File: config.mk
export PLATFORM = sky130hd
export DESIGN_NAME = mole_hit_judge
export DESIGN_NICKNAME = d
export VERILOG_FILES = /design/src/rtl/mole_pkg.sv /design/src/rtl/button_conditioner.sv /design/src/rtl/mole_hit_judge.sv
export SDC_FILE = /design/constraint.sdc
export NUM_CORES = 1
export LEC_CHECK = 0
export ABC_AREA = 1
export ABC_CLOCK_PERIOD_IN_PS = 8620
export CORE_MARGIN = 8
export CORE_UTILIZATION = 55
export DETAILED_ROUTE_END_ITERATION = 7
export PLACE_DENSITY = 0.73
export SLEW_MARGIN = 20
export SYNTH_ARGS = -nofsm -noshare
export SYNTH_HDL_FRONTEND = slang
export SYNTH_SLANG_ARGS = --single-unit
File: constraint.sdc
create_clock -name clock -period 8.62 [get_ports clock]
set_input_delay 2.155 -clock clock [delete_from_list [all_inputs] [get_ports clock]]
set_output_delay 2.155 -clock clock [all_outputs]
set_load 0.02 [all_outputs]
File: src/rtl/mole_pkg.sv
// mole_pkg: shared definitions for the mole hit judge.
//   NUM_MOLES     - number of mole positions / buttons
//   SCORE_MAX_BCD - saturation value of the two-digit BCD score
//   state_t       - judge FSM states
//   bcd_inc/dec   - saturating 8-bit BCD increment / decrement
package mole_pkg;

    localparam int         NUM_MOLES     = 3;
    localparam logic [7:0] SCORE_MAX_BCD = 8'h99;

    typedef enum logic [1:0] {
        S_OFF,
        S_EMPTY,
        S_ARMED,
        S_DONE
    } state_t;

    // Saturates at 99; units roll 9 -> 0 with a carry into tens.
    function automatic logic [7:0] bcd_inc(input logic [7:0] v);
        logic [7:0] r;
        if (v == SCORE_MAX_BCD) begin
            r = v;
        end else if (v[3:0] == 4'd9) begin
            r = {v[7:4] + 4'd1, 4'd0};
        end else begin
            r = {v[7:4], v[3:0] + 4'd1};
        end
        return r;
    endfunction

    // Floors at 00; units roll 0 -> 9 with a borrow from tens.
    function automatic logic [7:0] bcd_dec(input logic [7:0] v);
        logic [7:0] r;
        if (v == 8'h00) begin
            r = v;
        end else if (v[3:0] == 4'd0) begin
            r = {v[7:4] - 4'd1, 4'd9};
        end else begin
            r = {v[7:4], v[3:0] - 4'd1};
        end
        return r;
    endfunction

endpackage

File: src/rtl/button_conditioner.sv
// button_conditioner: conditions one raw push-button.
//   2-flop synchroniser -> debounce counter -> registered press pulse.
// Ports:
//   clk_i   - system clock
//   rst_i   - asynchronous active-high reset
//   btn_i   - raw asynchronous button level
//   press_o - one-cycle pulse on the accepted level's 0->1 edge
module button_conditioner #(
    parameter int DEBOUNCE_CYCLES = 500000,
    parameter int DB_W            = 20
) (
    input  logic clk_i,
    input  logic rst_i,
    input  logic btn_i,
    output logic press_o
);

    localparam logic [DB_W-1:0] CNT_LAST = DB_W'(DEBOUNCE_CYCLES - 1);

    logic            sync1_q, sync2_q;
    logic            level_q, level_d;
    logic            level_prev_q;
    logic            press_q;
    logic [DB_W-1:0] cnt_q, cnt_d;

    // The counter measures how long the synchronised level has disagreed
    // with the accepted level; any agreement restarts the measurement.
    always_comb begin
        level_d = level_q;
        cnt_d   = cnt_q;
        if (sync2_q == level_q) begin
            cnt_d = '0;
        end else if (cnt_q == CNT_LAST) begin
            level_d = sync2_q;
            cnt_d   = '0;
        end else begin
            cnt_d = cnt_q + DB_W'(1);
        end
    end

    always_ff @(posedge clk_i or posedge rst_i) begin
        if (rst_i) begin
            sync1_q      <= 1'b0;
            sync2_q      <= 1'b0;
            level_q      <= 1'b0;
            level_prev_q <= 1'b0;
            press_q      <= 1'b0;
            cnt_q        <= '0;
        end else begin
            sync1_q      <= btn_i;
            sync2_q      <= sync1_q;
            level_q      <= level_d;
            cnt_q        <= cnt_d;
            level_prev_q <= level_q;
            // Rising edge of the accepted level only; releases are silent.
            press_q      <= level_q & ~level_prev_q;
        end
    end

    assign press_o = press_q;

endmodule

File: src/rtl/mole_hit_judge.sv
// mole_hit_judge: player-side responder for the mole display.
//   Conditions the buttons, judges presses against the mole lines,
//   returns the level turnoff acknowledge and keeps a BCD score.
// Ports:
//   clock, reset  - clock / asynchronous active-high reset
//   game          - 1 = game running, 0 = idle (score held at 00)
//   button[2:0]   - raw push-buttons, bit i is mole i
//   mole[2:0]     - mole-visible lines from the display controller
//   turnoff       - level acknowledge: the current mole was hit
//   hit_pulse     - one cycle per scored hit
//   miss_pulse    - one cycle per penalised wrong press
//   escape_pulse  - one cycle when a mole vanishes unhit
//   score[7:0]    - BCD score, tens in [7:4], units in [3:0]
module mole_hit_judge
    import mole_pkg::*;
#(
    parameter int DEBOUNCE_CYCLES = 500000,
    parameter int DB_W            = 20
) (
    input  logic                 clock,
    input  logic                 reset,
    input  logic                 game,
    input  logic [NUM_MOLES-1:0] button,
    input  logic [NUM_MOLES-1:0] mole,
    output logic                 turnoff,
    output logic                 hit_pulse,
    output logic                 miss_pulse,
    output logic                 escape_pulse,
    output logic [7:0]           score
);

    logic [NUM_MOLES-1:0] press_evt;

    // Conditioners run regardless of game so a button held across a game
    // restart has already been accepted and yields no false press.
    for (genvar gi = 0; gi < NUM_MOLES; gi++) begin : g_cond
        button_conditioner #(
            .DEBOUNCE_CYCLES(DEBOUNCE_CYCLES),
            .DB_W           (DB_W)
        ) u_cond (
            .clk_i  (clock),
            .rst_i  (reset),
            .btn_i  (button[gi]),
            .press_o(press_evt[gi])
        );
    end

    state_t     state_q;
    logic [7:0] score_q;
    logic       turnoff_q, hit_q, miss_q, escape_q;

    logic any_match, any_press;
    assign any_match = |(press_evt & mole);
    assign any_press = |press_evt;

    always_ff @(posedge clock or posedge reset) begin
        if (reset) begin
            state_q   <= S_OFF;
            score_q   <= 8'h00;
            turnoff_q <= 1'b0;
            hit_q     <= 1'b0;
            miss_q    <= 1'b0;
            escape_q  <= 1'b0;
        end else begin
            hit_q    <= 1'b0;
            miss_q   <= 1'b0;
            escape_q <= 1'b0;
            if (!game) begin
                state_q   <= S_OFF;
                score_q   <= 8'h00;
                turnoff_q <= 1'b0;
            end else begin
                case (state_q)
                    S_OFF: begin
                        score_q   <= 8'h00;
                        turnoff_q <= 1'b0;
                        state_q   <= S_EMPTY;
                    end
                    S_EMPTY: begin
                        if (mole != '0) state_q <= S_ARMED;
                    end
                    S_ARMED: begin
                        // Hit wins over a simultaneous wrong press, and a press
                        // in the cycle the mole drops is still judged.
                        if (any_match) begin
                            score_q   <= bcd_inc(score_q);
                            hit_q     <= 1'b1;
                            turnoff_q <= 1'b1;
                            state_q   <= S_DONE;
                        end else if (any_press) begin
                            score_q <= bcd_dec(score_q);
                            miss_q  <= 1'b1;
                        end else if (mole == '0) begin
                            escape_q <= 1'b1;
                            state_q  <= S_EMPTY;
                        end
                    end
                    S_DONE: begin
                        if (mole == '0) begin
                            turnoff_q <= 1'b0;
                            state_q   <= S_EMPTY;
                        end
                    end
                    default: begin
                        state_q   <= S_OFF;
                        turnoff_q <= 1'b0;
                    end
                endcase
            end
        end
    end

    assign turnoff      = turnoff_q;
    assign hit_pulse    = hit_q;
    assign miss_pulse   = miss_q;
    assign escape_pulse = escape_q;
    assign score        = score_q;

endmodule

Word level (Yosys, flattened, before mapping) --
Index checks and enable logic that the tools add are counted.
Word-level totals: register bits after elaboration 89, word-level logic and storage cells 114, input bits 9
Operators by class: equality and inequality tests 22, multiplexer cells 36, reduce and logical (&&, ||, !) cells 14, $add $sub $neg 7, bitwise gates (word level) 10
Operators with widths (count):
- 20-bit 2-to-1 mux | 6
- 20-bit by 1-bit adder with 20-bit output, second input constant | 3
- 20-bit by 19-bit equality test with 1-bit output, second input constant | 3
- 8-bit 2-to-1 mux | 7
- 4-bit inequality test, second input constant | 6
- 8-bit case mux with 2 select lines | 1
- 1-bit 2-to-1 mux | 15
- 2-bit 2-to-1 mux | 5
- 3-bit inequality test, second input constant | 3
- 4-bit by 1-bit adder with 4-bit output, second input constant | 2
- 8-bit equality test, second input constant | 1
- 8-bit zero test | 1
- 2-bit case mux with 4 select lines | 1
- 2-bit AND reduction | 4
- 4-bit by 1-bit subtractor with 4-bit output, second input constant | 2
- 1-bit inverter | 6
- 6-bit AND reduction | 1
- 3-bit OR reduction | 2
- 2-bit equality test, second input constant | 2
- 4-bit equality test, second input constant | 1
- 4-bit zero test | 1
- 4-bit by 1-bit inequality test with 1-bit output, second input constant | 1
- 4-bit AND reduction | 1
- 1-bit AND | 3
- other kinds (9) | 11

Depth between registers and ports, before layout --
word-level depth 7, gate-level depth with buffers 10

By module --
A second synthesis with hierarchy kept.
Second synthesis, totals: cells, all modules 690, area total of the unflattened synthesis 5325.1 sq um
By module, submodules not included:
- button_conditioner | area each 1395.1 sq um, cells an instance 179, instances 3, sequential area each 625.6 sq um
- mole_hit_judge | area each 1139.8 sq um, cells an instance 153, instances 1, sequential area each 350.3 sq um

Least setup slack after synthesis --
OpenSTA, ideal clock, no wires.
path type input to register, from in mole[1], to reg score_q[5] (netlist: score[5]), stages on the path 9, required time 8.502 ns, slack 5.531 ns, path buffers 1, arrival 2.971 ns, cells stage by stage nand2_1 nand3_2 nor2_4 nand2_2 nand2_1 nor2_2 buf_6 nand3_1 nand2_1
On the way: word-level cells in the longest chain between the ends 5, elaborated cells on any way between the ends 11, those cells by class 5 x eq/ne; 3 x mux; 1 x bitwise; 2 x reduce/logical
RTL lines:
- start: declaration | RTL line mole_hit_judge.sv:24 | input logic [NUM_MOLES-1:0] mole,
- 3-bit AND * | RTL line mole_hit_judge.sv:53 | assign any_match = |(press_evt & mole);
- 3-bit OR reduction * | RTL line mole_hit_judge.sv:53
- 8-bit 2-to-1 mux | RTL line mole_hit_judge.sv:85 | if (any_match) begin
- 8-bit case mux with 2 select lines | RTL line mole_hit_judge.sv:73 | case (state_q)
- 8-bit 2-to-1 mux | RTL line mole_hit_judge.sv:68 | if (!game) begin
- end signal: assignment | RTL line mole_hit_judge.sv:86 | score_q <= bcd_inc(score_q);
- end signal: assignment | RTL line mole_hit_judge.sv:91 | score_q <= bcd_dec(score_q);
- end: declaration | RTL line mole_hit_judge.sv:49 | logic [7:0] score_q;
Mark *: on every way between the ends. The rest lies on a longest branch, timed or not. A chain may end at the register's enable or synchronous reset.

Worst setup path in the final report --
from reg score_q[6] (netlist: score[6]), to out score[6]
RTL lines:
- end: declaration | RTL line mole_hit_judge.sv:29 | output logic [7:0] score
No word-level cell between the ends.

==> summary.txt <==
Route
  • Remaining antenna violation count: 0
  • Vias: 4,241
  • Total iterations of the first detailed-routing run: 7
  • Residual DRC: 0
  • Final WL: 10,350 um
  • Wire per inst: 12.95 um
  • Iteration-0 DRC Markers: 241
  • DR vias/cell: 5.308

Logic synthesis
  • Top cell type's share of synthesized area: 44.49%
  • Syn avg cell area: 7.666 um2
  • Ys flop type: dfrtp_1
  • Top-count cell post-synth: nand2_1
  • Synth Register Bits: 89
  • Synth Instances: 653
  • Mapped Area: 0.005006 mm2
  • Yosys cell types: 33
  • Post-synth EDFFs: 0
  • Post-synth ARST share: 100.0%
  • Top cells by count, synth: 128 x nand2_1, 119 x nor2_1, 89 x dfrtp_1
  • Cell taking the most area after synthesis: dfrtp_1
  • Synthesis Warnings: 0
  • Main area contributors after synthesis: dfrtp_1 44%, nand2_1 9.6%, nor2_1 8.9%
  • Seq/Total Area, Yosys: 44.49%
  • Post-synthesis net count: 673

Placed design
  • HPWL after detailed placement: 7738 um
  • Cells after DPL: 783
  • I/O Buffers: 20
  • Placed inst area: 0.005339 mm2
  • RePlAce Congestion: 0.8931

Timing
  • Clock skew: 0.01577 ns
  • Final hold vios: 0
  • Fmax: 271.5 MHz
  • Final Cycle Share: 42.73%
  • RSZ-0062 raised after global routing: no
  • Tmin final: 3.683 ns
  • Finish-stage setup viols: 0
  • Slew @ Worst Pin: 0.8488 ns
  • Max_slew headroom: 43.41%
  • Hold Slack: 0.3508 ns
  • Max-slew violation count: 0
  • Setup_tns: 0 ns

Critical path
  • Worst setup SP type: flip-flop
  • Arrival time worst endpoint: 1.53 ns
  • Crit Path Max Fanout: 8
  • CP required: 6.47 ns
  • Worst Path Buf+Inv: 1
  • Crit-path cells: clkdlybuf4s50_1
  • Max incr delay on CP: 0.67 ns
  • Top delay family on crit path: buffers and inverters
  • WS Path Type: flip-flop to output port
  • CP max-delay cell: clkdlybuf4s50_1
  • CP Capture Type: output port

Run
  • Max_cap viols: 0

Clock tree
  • Setup Buffers After CTS: 0
  • Worst-Skew Late Latency: 0.36 ns
  • CTS tree: built
  • Clk slew on worst S/H paths: 0.09 ns
  • Hold Buf Count CTS: 0
  • CTS Root Cell: clkbuf_8
  • H-tree levels: 3
  • Clock buffer count from CTS: 9
  • Resized Gates After CTS: 0
  • # clock sinks: 89
  • Clock Tree Buf Depth: 2

Floorplanning
  • Die Y: 111.4 um
  • Die extent in x: 111.4 um
  • Core area: 0.009021 mm2
  • Initial core utilization: 55.49%
  • Full die area: 0.01241 mm2
  • FP Rows: 35
  • Ports: 21

Layout
  • Nets: 703
  • Area growth syn-to-layout: 10.12%
  • Final std cells w/o fill: 799
  • Fin area: 0.005513 mm2
  • # fillers: 800
  • ANT cells: 0
  • Share of layout cells above drive strength 1: 8.430%

Power
  • Leak: 2.381 nW
  • Max IR drop VDD: 0.1071 mV
  • Total power draw: 0.8017 mW
  • PwrDens: 145.4 mW/mm2

Global routing
  • Pin count of the biggest net entering global routing: 72
  • Antenna violations before repair: 0
  • Grt total ovfl: 0
  • Vias in the first global route: 4,037
  • First-pass GRT wire length: 18,210 um
  • All-Layer GR Usage: 17.36%

Outcome
  • Status: finished, final reports clean

Min path
  • Hold Crit Class: flip-flop to flip-flop
==> through the flow <==
stage / utilization [%] / setup WS, ns
2_1_floorplan: - / 4.158
3_3_place_gp: 59.18 / 4.824
3_5_place_dp: 59.18 / 4.669
4_1_cts: 61.11 / 4.924
5_1_grt: 61.11 / 4.843
6_report: 61.11 / 4.937
==> cell families (layout without fill, tap and decap cells) <==
| kind of cell | after synthesis | count (layout) | share of synthesized area, % |
|---|---|---|---|
| simple gates | 386 | 386 | 35.34 |
| xor+xnor | 30 | 30 | 5.249 |
| compound gates | 47 | 47 | 5.248 |
| fa+ha+maj | 11 | 11 | 2.749 |
| flops | 89 | 89 | 44.49 |
| buf+inv | 90 | 125 | 6.923 |
==> area by class of cell <==
cell class,count,area (um2),area share (%)
well taps,111,138.9,2.519
flip-flops and latches,89,2227,40.40
inverters,88,332.8,6.037
clock buffers,12,145.1,2.633
repair buffers,21,207.7,3.768
clock inverters,4,28.78,0.5220
multi-input cells,474,2432,44.12
==> layer usage <==
| layer | up-vias | routed length (um) | global-route usage, % |
|---|---|---|---|
| met2 | 88 | 4911 | 28.13 |
| met1 | 1988 | 4913 | 23.05 |
| li1 | 2152 | - | - |
| met4 | 0 | 138 | 6.400 |
| met3 | 13 | 384 | 2.527 |
| met5 | - | 0 | 0 |
==> power breakdown <==
| group | total (mW) | internal, mW | leakage (nW) | switching [mW] |
|---|---|---|---|---|
| Combinational | 0.103 | 0.0364 | 1.08 | 0.0662 |
| Clock | 0.258 | 0.113 | 0.0826 | 0.145 |
| Sequential | 0.441 | 0.427 | 1.22 | 0.0137 |
==> cells in the final DEF (no fill, tap or decap), types with 4 or more instances in the layout <==
cell / instances
nand2_1: 128
nor2_1: 119
dfrtp_1: 89
inv_1: 80
nand3_1: 54
xor2_1: 27
nand4_1: 24
nor3_1: 23
clkdlybuf4s50_1: 20
a21oi_1: 19
o21ai_0: 15
ha_1: 11
nor2_2: 10
clkbuf_8: 10
nand2_2: 9
inv_2: 5
nand3_2: 4
o21ai_2: 4
==> registers in the layout, indices dropped and copies added (netlist names) <==
signal and count:
g_cond.u_cond.cnt_q 60, hit_pulse 1, g_cond.u_cond.sync2_q 3, turnoff 1
state_q 2, g_cond.u_cond.press_o 3, g_cond.u_cond.level_q 3, score 8
g_cond.u_cond.sync1_q 3, g_cond.u_cond.level_prev_q 3, escape_pulse 1, miss_pulse 1
==> worst paths after layout <==
kind                                                from                        end  slack, ns  depth (start not counted)
worst max-delay path                            score[6]                   score[6]       4.94                          1
worst min-delay path            g_cond[1].u_cond.sync1_q   g_cond[1].u_cond.sync2_q       0.35                          0
worst max register to register                  score[0]                   score[7]       6.63                          9
worst min register to register  g_cond[1].u_cond.sync1_q   g_cond[1].u_cond.sync2_q       0.35                          0
max in group asynchronous                          reset  g_cond[2].u_cond.cnt_q[3]       5.41                          3
min in group asynchronous                          reset  g_cond[0].u_cond.cnt_q[9]       2.07                          2
Note: power is estimated with default switching activity, not from simulation.
